<file path="src/rtl/uart_rx_top.sv">
`default_nettype none
// +------------------------------------------------------------------------+
// | Module      : uart_rx_top                                              |
// | Description : 16550-style UART receiver. It oversamples rx on a 16x    |
// |               baud enable and recovers the start, data, parity and     |
// |               stop bits, then flags parity, framing and break errors.  |
// | Revision    : 1.0  initial release                                     |
// +------------------------------------------------------------------------+
module uart_rx_top #(
  parameter int OVERSAMPLE  = 16,
  parameter int SYNC_STAGES = 2
) (
  input  logic       clk,
  input  logic       rst,
  input  logic       baud_pulse,
  input  logic       rx,
  input  logic       pen,
  input  logic       eps,
  input  logic       sticky_parity,
  input  logic [1:0] wls,
  output logic       push,
  output logic [7:0] dout,
  output logic       pe,
  output logic       fe,
  output logic       bi
);

  localparam int c_TICK_W = $clog2(OVERSAMPLE);
  localparam logic [c_TICK_W-1:0] c_TICK_MID = c_TICK_W'(OVERSAMPLE / 2 - 1);
  localparam logic [c_TICK_W-1:0] c_TICK_END = c_TICK_W'(OVERSAMPLE - 1);

  typedef enum logic [2:0] {
    S_IDLE   = 3'd0,
    S_START  = 3'd1,
    S_DATA   = 3'd2,
    S_PARITY = 3'd3,
    S_STOP   = 3'd4
  } state_t;

  state_t                 r_state;
  logic [SYNC_STAGES-1:0] r_sync;
  logic [c_TICK_W-1:0]    r_tick;
  logic [2:0]             r_bit;
  logic [7:0]             r_shift;
  logic                   r_armed;
  logic                   r_par_bit;
  logic                   r_pen;
  logic                   r_eps;
  logic                   r_sticky;
  logic [1:0]             r_wls;

  logic       w_rx_s;
  logic [7:0] w_mask;
  logic [7:0] w_data;
  logic       w_exp_par;
  logic [2:0] w_last_bit;

  assign w_rx_s = r_sync[SYNC_STAGES-1];

  always_comb begin
    w_mask     = 8'hFF >> (2'd3 - r_wls);
    w_data     = r_shift & w_mask;
    w_last_bit = {1'b0, r_wls} + 3'd4;
    // Stick parity forces the parity bit to the complement of eps, regardless of data
    if (r_sticky)
      w_exp_par = ~r_eps;
    else if (r_eps)
      w_exp_par = ^w_data;
    else
      w_exp_par = ~^w_data;
  end

  always_ff @(posedge clk) begin
    if (!rst) begin
      r_sync    <= '1;
      r_state   <= S_IDLE;
      r_tick    <= '0;
      r_bit     <= '0;
      r_shift   <= '0;
      r_armed   <= 1'b0;
      r_par_bit <= 1'b0;
      r_pen     <= 1'b0;
      r_eps     <= 1'b0;
      r_sticky  <= 1'b0;
      r_wls     <= 2'b00;
      push      <= 1'b0;
      dout      <= 8'h00;
      pe        <= 1'b0;
      fe        <= 1'b0;
      bi        <= 1'b0;
    end else begin
      r_sync <= {r_sync[SYNC_STAGES-2:0], rx};
      push   <= 1'b0;
      case (r_state)
        S_IDLE: begin
          if (w_rx_s)
            r_armed <= 1'b1;
          // Arming requires a high line first, so a held break cannot retrigger
          if (r_armed && !w_rx_s) begin
            r_state  <= S_START;
            r_tick   <= '0;
            r_pen    <= pen;
            r_eps    <= eps;
            r_sticky <= sticky_parity;
            r_wls    <= wls;
          end
        end
        S_START: begin
          if (baud_pulse) begin
            if (r_tick == c_TICK_MID) begin
              r_tick <= '0;
              r_bit  <= '0;
              r_state <= w_rx_s ? S_IDLE : S_DATA;
            end else begin
              r_tick <= r_tick + 1'b1;
            end
          end
        end
        S_DATA: begin
          if (baud_pulse) begin
            if (r_tick == c_TICK_END) begin
              r_tick         <= '0;
              r_shift[r_bit] <= w_rx_s;
              if (r_bit == w_last_bit)
                r_state <= r_pen ? S_PARITY : S_STOP;
              else
                r_bit <= r_bit + 1'b1;
            end else begin
              r_tick <= r_tick + 1'b1;
            end
          end
        end
        S_PARITY: begin
          if (baud_pulse) begin
            if (r_tick == c_TICK_END) begin
              r_tick    <= '0;
              r_par_bit <= w_rx_s;
              r_state   <= S_STOP;
            end else begin
              r_tick <= r_tick + 1'b1;
            end
          end
        end
        S_STOP: begin
          if (baud_pulse) begin
            if (r_tick == c_TICK_END) begin
              r_tick  <= '0;
              r_state <= S_IDLE;
              r_armed <= 1'b0;
              push    <= 1'b1;
              dout    <= w_data;
              pe      <= r_pen && (r_par_bit != w_exp_par);
              fe      <= ~w_rx_s;
              bi      <= ~w_rx_s && (w_data == 8'h00) && (!r_pen || !r_par_bit);
            end else begin
              r_tick <= r_tick + 1'b1;
            end
          end
        end
        default: begin
          r_state <= S_IDLE;
          r_tick  <= '0;
        end
      endcase
    end
  end

endmodule
`default_nettype wire

</file>
<file path="config.mk">
export PLATFORM = sky130hd
export DESIGN_NAME = uart_rx_top
export DESIGN_NICKNAME = d
export VERILOG_FILES = /design/src/rtl/uart_rx_top.sv
export SDC_FILE = /design/constraint.sdc
export NUM_CORES = 1
export LEC_CHECK = 0
export CAP_MARGIN = 20
export CORE_MARGIN = 4
export CORE_UTILIZATION = 55
export DETAILED_ROUTE_END_ITERATION = 12
export HOLD_SLACK_MARGIN = 0.12
export PLACE_DENSITY = 0.79
export SYNTH_ARGS = -nofsm -noshare
export SYNTH_HDL_FRONTEND = slang
export SYNTH_SLANG_ARGS = --single-unit
</file>
<file path="constraint.sdc">
create_clock -name clk -period 2.2 [get_ports clk]
set_input_delay 0.33 -clock clk [delete_from_list [all_inputs] [get_ports clk]]
set_output_delay 0.33 -clock clk [all_outputs]
set_load 0.005 [all_outputs]
</file>
==> impl_metrics.toml, run 1 <==
[run_status]
status = "completed"

[routing]
met1_length_um = 1990
wl_met3_um = 178
routed_wl_um = 4050
drtIter0Drc = 100
antenna_left = 0
top_layer = "met4"
drc_errors = 0
route.met2.wl_um = 1820
dr.pass1.iters = 4
wl_per_cell_um = 13.5
drt-vias-per-instance = 5.54
via_count = 1662

[synthesis]
synth_mux_area_share_pct = 5.75
synth_xor_area_share_pct = 3.20
synth_cell_type_count = 43
yosys_most_used_dff = "dfxtp_1"
syn_inst = 233
synth_compound_area_share_pct = 12.5
ys_seq_area_share_pct = 40.8
synth.largest_area_cell = "dfxtp_1"
syn_area_um2 = 1920
synth_top_family_by_area = "simple AND/OR/NAND/NOR gates"
synth-simple-area-share_pct = 29.5
postSynthAreaPerCell_um2 = 8.22
yosys_warnings = 0
ys_ff_latch = 39
synth_area_leaders = "dfxtp_1, nand2_1, mux2i_1, a21oi_1, nor2_1"
synth_top_area_share_pct = 40.8
synth.net_count = 248
synth-edff-count = 0
synthArstFlopShare_pct = 0
synthAdderAreaFrac_pct = 3.92

[critical_path]
path_max_fanout = 5
end_kind = "register"
max_stage_delay_ps = 460
crit_path_cell_trace = "o21ai_0 > ha_1 > xnor2_1 > xnor2_1 > nor2_1 > or4_1 > a31oi_1"
arrival_ps = 2280
worstSetupPathType = "register to register"
cp-startpoint = "r_wls[1]$_SDFFE_PN0P_"
cpMostUsedCell = "xnor2_1"
r2r_start = "r_wls[1]$_SDFFE_PN0P_"
cp-start-kind = "register"
slowest_stage = "or4_1"
crit_required_ps = 2490

[timing]
final.period_utilization_pct = 90.3
setup-tns-final_ps = 0
whs_ps = 425
slew_viol_final = 0
setup_violations = 0
hold_viol = 0
maxSlewHeadroom_pct = 64.3
grt_setup_unrepaired = "no"
fmax_mhz = 503
tightest_slew_ps = 535
fin_skew_ps = 9.02
min_period_ps = 1990

[global_route]
grt_overflow = 0
grt_pass1_wl_um = 6840
grt_pass1_vias = 1505
antenna_found_initial = 0
grt_usage_pct = 20.1
grt_max_degree = 19

[finish]
layout_common_cells = "dfxtp_1, nand2_1, nor2_1, a21oi_1, clkdlybuf4s50_1"
final_nets = 268
seqCellArea_um2 = 781
diodes = 0
final_common_cell = "dfxtp_1"
layout-drive-gt1-share_pct = 7.48
multiInputGateArea_um2 = 1050
area_delta_synth_final_pct = 16.6
n_fill_cell = 301

[floorplan]
start_util_pct = 57.4
die_height_um = 67.0
rows = 21
core_um2 = 3340
die_w_um = 67.0
io_pins = 21
die_area_um2 = 4490

[clock_network]
ctsHoldBuffers = 0
cts_tree = "done"
cts.clk_slew.worst_paths_ps = 120
worstSkewPairLatency_ps = 350
cts-root-buf = "clkbuf_4"
postCtsSetupBuffers = 0
cts_num_sinks = 39
clockBufferDepth = 2
cts_made_buffers = 5
cts-resized-gates = 0
htreeDepth = 2

[job]
drv_cap = 0

[power_and_ir_drop]
vdd_drop_max_mv = 0.487
powerDensity_nw_per_um2 = 632
p_leak_nw = 0.796

[placement]
place.gp.congestion = 0.856
hpwl_um = 2850
io_buffer_count = 20

[min_path]
holdCritPathClass = "register to register"
min-delay-start = "r_sync[0]$_SDFF_PN1_"
==> layer usage <==
| metal | vias to the layer above | track usage (%) |
|---|---|---|
| li1 | 846 | - |
| met1 | 765 | 28.2 |
| met2 | 46 | 29.3 |
| met3 | 5 | 4.22 |
| met4 | 0 | 8.86 |
| met5 | - | 0 |
==> metrics by stage <==
step | instance area, um2 | std cells | utilization (%) | setup slack [ps] | power, W
after global placement | 2160 | 292 | 64.8 | 249 | 0.000991
after floorplan | 1920 | 233 | - | 370 | 0.000929
after CTS | 2230 | 300 | 66.9 | 204 | 0.00142
after global routing | 2230 | 300 | 66.9 | 61.7 | 0.00148
final | 2230 | 300 | 66.9 | 213 | 0.00141
after detailed placement | 2160 | 292 | 64.8 | 208 | 0.000996
==> report_power, final <==
part,leakage (nW),internal (W),switching (W),total (W)
combinational,0.443,0.000100,0.000121,0.000221
clock,0.0375,0.000187,0.000240,0.000427
sequential,0.315,0.000725,0.0000377,0.000762
==> cells in the mapped netlist (all sizes together), types with 3 or more instances <==
library cell and number:
a21oi 21, clkbuf 10, dfxtp 39, ha 6, inv 9, mux2i 11
nand2 35, nand2b 4, nand3 15, nand3b 7, nand4 3, nor2 25
nor3b 3, o21ai 8, xnor2 5
==> layout make-up <==
cell class	count	share of cell area (%)
Sequential cell	39	35.0
Tap cell	46	2.58
Inverter	9	1.51
Multi-Input combinational cell	173	47.1
Timing Repair Buffer	25	10.6
Clock buffer	7	2.91
Clock inverter	1	0.336
==> path summary, 6_finish.rpt <==
check	slack, ps	cells after the start	endpoint
worst max-delay path	210	7	pe$_SDFFE_PN0P_
worst min-delay path	420	1	r_sync[1]$_SDFF_PN1_
worst min register to register	420	1	r_sync[1]$_SDFF_PN1_
worst max register to register	210	7	pe$_SDFFE_PN0P_
==> cell families after synthesis <==
kind of cell	Yosys count
AND/OR/NAND/NOR	109
XOR/XNOR	7
flip-flops	39
adder cells (fa/ha/maj)	6
AO/OA/AOI/OAI	40
multiplexers	11
buffers and inverters	21
==> registers in the layout, summed over array words and instances (netlist names) <==
signal and flops:
r_sticky 1, r_tick 4, bi 1, r_armed 1
pe 1, r_eps 1, dout 8, r_par_bit 1
r_shift 8, fe 1, r_bit 3, r_state 3
push 1, r_pen 1, r_wls 2, r_sync 2
==> critical path: cells and delay by family (launching register included) <==
family                     cells  cell delay [ps]
DFF                            1              370
AOI/OAI and AO/OA              2              420
and+or+nand+nor                2              530
adders and majority gates      1              290
xor gates and xnor gates       2              310
No activity file was read; power rests on OpenSTA's default activity.
==> inputs of run 2 (changes only) <==
- CORE_MARGIN: 4 -> default
==> run 2 against run 1 <==
Compared with the run above: count of clock-buffer cells in the layout is 2 lower; register-to-register slack hardly changed; wire length is 6.3% lower; final area is 0.62% lower; cell count stayed put; global-route usage is 2.8 points higher; hold slack worse by 1.1 ps; via count is 3.5% lower; worst setup slack better by 4.4 ps; clock skew is 9.4 ps higher; combinational power is 10% higher.
==> impl_metrics.toml, run 2 (synthesis results as in run 1) <==
[finish]
n_fill_cell = 297
area_delta_synth_final_pct = 15.9
final_nets = 269
final_common_cell = "dfxtp_1"
largest_registers = "dout: 8 flops, r_shift: 8 flops, r_tick: 4 flops"
layout_common_cells = "dfxtp_1, nand2_1, nor2_1, a21oi_1, clkdlybuf4s50_1"
diodes = 0
layout-drive-gt1-share_pct = 7.48
seqCellArea_um2 = 781
finalInstanceArea_um2 = 2220
multiInputGateArea_um2 = 1050

[critical_path]
crit_required_ps = 2420
max_stage_delay_ps = 760
critPathTopFamily = "simple AND/OR/NAND/NOR gates"
path_buf_inv = 0
crit_path_cell_trace = "nor3_1 > a21oi_1 > nand3_1 > nand3_1 > mux2i_1"
r2r_end = "r_state[1]$_SDFFE_PN0P_"
r2r_cells = 5
cpMostUsedCell = "nand3_1"
slowest_stage = "nor3_1"
r2r_start = "r_state[1]$_SDFFE_PN0P_"
cp-start-kind = "register"
r2r_setup_slack_ps = 220
arrival_ps = 2200
path_max_fanout = 15
worstSetupPathType = "register to register"
end_kind = "register"

[power_and_ir_drop]
power_w = 0.00133
vdd_drop_max_mv = 0.419
p_leak_nw = 0.796
powerDensity_nw_per_um2 = 598

[placement]
postPlaceCellArea_um2 = 2170
hpwl_um = 2710
io_buffer_count = 20
place_ws_ps = 177
place.gp.congestion = 0.820

[global_route]
grt_usage_pct = 22.9
grt_pass1_vias = 1353
antenna_found_initial = 0
grt_pass1_wl_um = 6270
grt_max_degree = 31
grt_overflow = 0

[routing]
wl_per_cell_um = 12.7
drt-vias-per-instance = 5.35
drc_errors = 0
drtIter0Drc = 95
via_count = 1604
dr.pass1.iters = 4
routed_wl_um = 3800
antenna_left = 0

[floorplan]
die_area_um2 = 3720
rows = 21
die_height_um = 61.0
die_w_um = 61.0
core_um2 = 3340
io_pins = 21
start_util_pct = 57.4

[min_path]
whs_path_depth = 1
min_to = "r_sync[1]$_SDFF_PN1_"
holdCritPathClass = "register to register"
min-delay-start = "r_sync[0]$_SDFF_PN1_"

[clock_network]
cts-root-buf = "clkbuf_4"
cts.clk_slew.worst_paths_ps = 120
postCtsSetupBuffers = 0
cts_tree = "done"
worstSkewPairLatency_ps = 340
clockBufferDepth = 2
cts_made_buffers = 5
cts_num_sinks = 39
htreeDepth = 2

[timing]
min_period_ps = 1980
tightest_slew_ps = 861
setup_slack_ps = 217
setup_violations = 0
fmax_mhz = 504
slew_viol_final = 0
grt_setup_unrepaired = "no"
setup-tns-final_ps = 0
final.period_utilization_pct = 90.1
fin_skew_ps = 18.4
hold_viol = 0
maxSlewHeadroom_pct = 42.2

[job]
drv_cap = 0

[run_status]
status = "completed"
[run 2: changes by cell type in the layout (fill, tap and decap cells not counted), sizes merged]
cell and delta:
clkinvlp -1, buf +1, clkinv +2, clkbuf -2
[run 2: metal layers]
layer,vias up,global-route usage (%),wire (um)
met2,35,33.9,1590
li1,843,-,-
met3,4,5.04,177
met4,0,5.84,39
met5,-,0,0
met1,722,33.9,1990
[run 2: area by class of cell]
class                      count  area share, %
multi-input combinational    173           47.4
inverter                       9           1.52
tap                           46           2.59
sequential                    39           35.2
clock buffer                   5           1.69
clock inverter                 2          0.620
timing repair buffer          26           11.0
[run 2: through the flow]
step / util (%) / hold slack [ps] / cells
4_1_cts: 66.5 / 426 / 300
6_report: 66.5 / 424 / 300
2_1_floorplan: - / 386 / 233
3_5_place_dp: 65.0 / 397 / 293
5_1_grt: 66.5 / 442 / 300
3_3_place_gp: 65.0 / 388 / 293
[run 2: where the power goes]
| group | leakage [nW] | total [W] | switching [W] | internal (W) |
|---|---|---|---|---|
| combinational | 0.450 | 0.000244 | 0.000144 | 0.000101 |
| clock | 0.0310 | 0.000345 | 0.000226 | 0.000119 |
| sequential | 0.315 | 0.000738 | 0.0000131 | 0.000725 |
| total | 0.796 | 0.00133 | 0.000383 | 0.000944 |
[run 2: how the worst max path moves through the flow]
| stage | from | to | slack (ps) | depth (start not counted) |
|---|---|---|---|---|
| final | r_state[1]$_SDFFE_PN0P_ | r_state[1]$_SDFFE_PN0P_ | 220 | 5 |
| after global routing | r_state[1]$_SDFFE_PN0P_ | r_state[0]$_SDFFE_PN0P_ | 70 | 5 |
| after CTS | r_wls[1]$_SDFFE_PN0P_ | pe$_SDFFE_PN0P_ | 140 | 7 |
| after detailed placement | r_wls[1]$_SDFFE_PN0P_ | pe$_SDFFE_PN0P_ | 180 | 7 |
| after global placement | baud_pulse | pe$_SDFFE_PN0P_ | 260 | 5 |
| after floorplan | r_wls[1]$_SDFFE_PN0P_ | pe$_SDFFE_PN0P_ | 370 | 7 |
[run 2: timing repair]
| action | in CTS | in global routing |
|---|---|---|
| hold buffers | 0 | 0 |
| setup endpoints to repair | 0 | 1 |
| resized for setup | 0 | 1 |
==> inputs of run 3 (changes only) <==
- DONT_BUFFER_PORTS: default -> 1
- PLACE_DENSITY: 0.79 -> 0.71
==> run 3 against run 2 <==
Compared with the run above: critical path depth rose by 2; total power rose by 9.7%; final area is 6.9% lower; combinational power down 15%; utilization fell by 4.6 points; hold slack got worse by 290 ps; critical path type unchanged; wire length rose by 1.2%; count of clock-buffer cells in the layout stayed put; die area did not move; non-clock buffer count down 19; clock skew is 5.5 ps lower; sequential power rose by 3.0%.
==> impl_metrics.toml, run 3 (synthesis results as in run 1) <==
[run_status]
status = "completed"

[floorplan]
die_area_um2 = 3720
start_util_pct = 57.4
die_height_um = 61.0
io_pins = 21
rows = 21
core_um2 = 3340
die_w_um = 61.0

[timing]
setup_violations = 0
setup_slack_ps = 242
maxSlewHeadroom_pct = 37.3
tightest_slew_ps = 940
setup-tns-final_ps = 0
slew_viol_final = 0
fmax_mhz = 511
min_period_ps = 1960
fin_skew_ps = 13.0
hold_viol = 0
grt_setup_unrepaired = "no"
final.period_utilization_pct = 89.0
whs_ps = 129

[placement]
place_ws_ps = 213
place.gp.congestion = 0.835
io_buffer_count = 0
hpwl_um = 2700
postPlaceCellArea_um2 = 1950

[routing]
wl_per_cell_um = 13.6
routed_wl_um = 3840
drt-vias-per-instance = 5.71
antenna_left = 0
dr.pass1.iters = 4
drc_errors = 0
drtIter0Drc = 68
via_count = 1609

[critical_path]
cp.depth = 7
arrival_ps = 2220
cpMostUsedCell = "xnor2_1"
path_max_fanout = 5
crit_path_end = "pe$_SDFFE_PN0P_"
r2r_end = "pe$_SDFFE_PN0P_"
critPathTopFamily = "simple AND/OR/NAND/NOR gates"
cp-startpoint = "r_wls[1]$_SDFFE_PN0P_"
r2r_cells = 7
slowest_stage = "or4_1"
r2r_setup_slack_ps = 240
max_stage_delay_ps = 460
r2r_start = "r_wls[1]$_SDFFE_PN0P_"
cp-start-kind = "register"
crit_required_ps = 2470
worstSetupPathType = "register to register"
crit_path_cell_trace = "nand3_1 > ha_1 > xnor2_1 > xnor2_1 > nor2_1 > or4_1 > a31oi_1"
end_kind = "register"
path_buf_inv = 0

[clock_network]
cts-root-buf = "clkbuf_4"
cts.clk_slew.worst_paths_ps = 120
cts_tree = "done"
worstSkewPairLatency_ps = 350
cts_made_buffers = 5
postCtsSetupBuffers = 0
htreeDepth = 2
cts_num_sinks = 39
clockBufferDepth = 2

[power_and_ir_drop]
p_leak_nw = 0.737
vdd_drop_max_mv = 0.615
powerDensity_nw_per_um2 = 704
power_w = 0.00146

[global_route]
grt_pass1_vias = 1351
antenna_found_initial = 0
grt_pass1_wl_um = 6130
grt_max_degree = 32
grt_overflow = 0
grt_usage_pct = 22.4

[finish]
final_common_cell = "dfxtp_1"
largest_registers = "dout: 8 flops, r_shift: 8 flops, r_tick: 4 flops"
area_delta_synth_final_pct = 7.90
final_nets = 250
layout_common_cells = "dfxtp_1, nand2_1, nor2_1, a21oi_1, nand3_1"
finalInstanceArea_um2 = 2070
multiInputGateArea_um2 = 1050
diodes = 0
layout-drive-gt1-share_pct = 7.20
n_fill_cell = 310
seqCellArea_um2 = 781

[job]
drv_cap = 0

[min_path]
holdCritPathClass = "primary input to register"
-- run 3: layout make-up --
class,instances,area share (%)
inverters,9,1.63
clock inverters,3,2.12
repair buffers,7,3.03
well taps,46,2.78
clock buffers,5,1.82
flip-flops and latches,39,37.8
multi-input cells,173,50.8
-- run 3: worst min path at each step --
| stage | start | endpoint | slack [ps] | depth (start not counted) |
|---|---|---|---|---|
| 3_3_place_gp | r_sync[0]$_SDFF_PN1_ | r_sync[1]$_SDFF_PN1_ | 400 | 1 |
| 6_report | rst | r_state[1]$_SDFFE_PN0P_ | 130 | 2 |
| 5_1_grt | rst | r_state[1]$_SDFFE_PN0P_ | 120 | 2 |
| 4_1_cts | rst | r_state[0]$_SDFFE_PN0P_ | 120 | 2 |
| 3_5_place_dp | rst | r_sync[0]$_SDFF_PN1_ | 410 | 1 |
| 2_1_floorplan | r_sync[0]$_SDFF_PN1_ | r_sync[1]$_SDFF_PN1_ | 390 | 1 |
-- run 3: per-layer routing --
layer,global-route usage (%),vias up,routed length [um]
li1,-,809,-
met1,29.1,759,1880
met2,37.2,34,1790
met3,4.62,7,117
met4,7.79,0,56
met5,0,-,0
-- run 3: where the power goes --
part | internal [W] | total (W) | switching, W
logic | 0.0000905 | 0.000208 | 0.000118
clock network | 0.000239 | 0.000488 | 0.000249
registers | 0.000725 | 0.000760 | 0.0000355
total | 0.00105 | 0.00146 | 0.000402
-- run 3: stage by stage --
stage / utilization, % / cells
2_1_floorplan: - / 233
3_3_place_gp: 58.3 / 270
3_5_place_dp: 58.3 / 270
4_1_cts: 61.9 / 282
5_1_grt: 61.9 / 282
6_report: 61.9 / 282
-- run 3: timing repair --
item	in CTS	in global routing
hold buffers	4	0
setup endpoints to repair	0	1
hold endpoints to repair	6	0
gates resized for setup	0	1
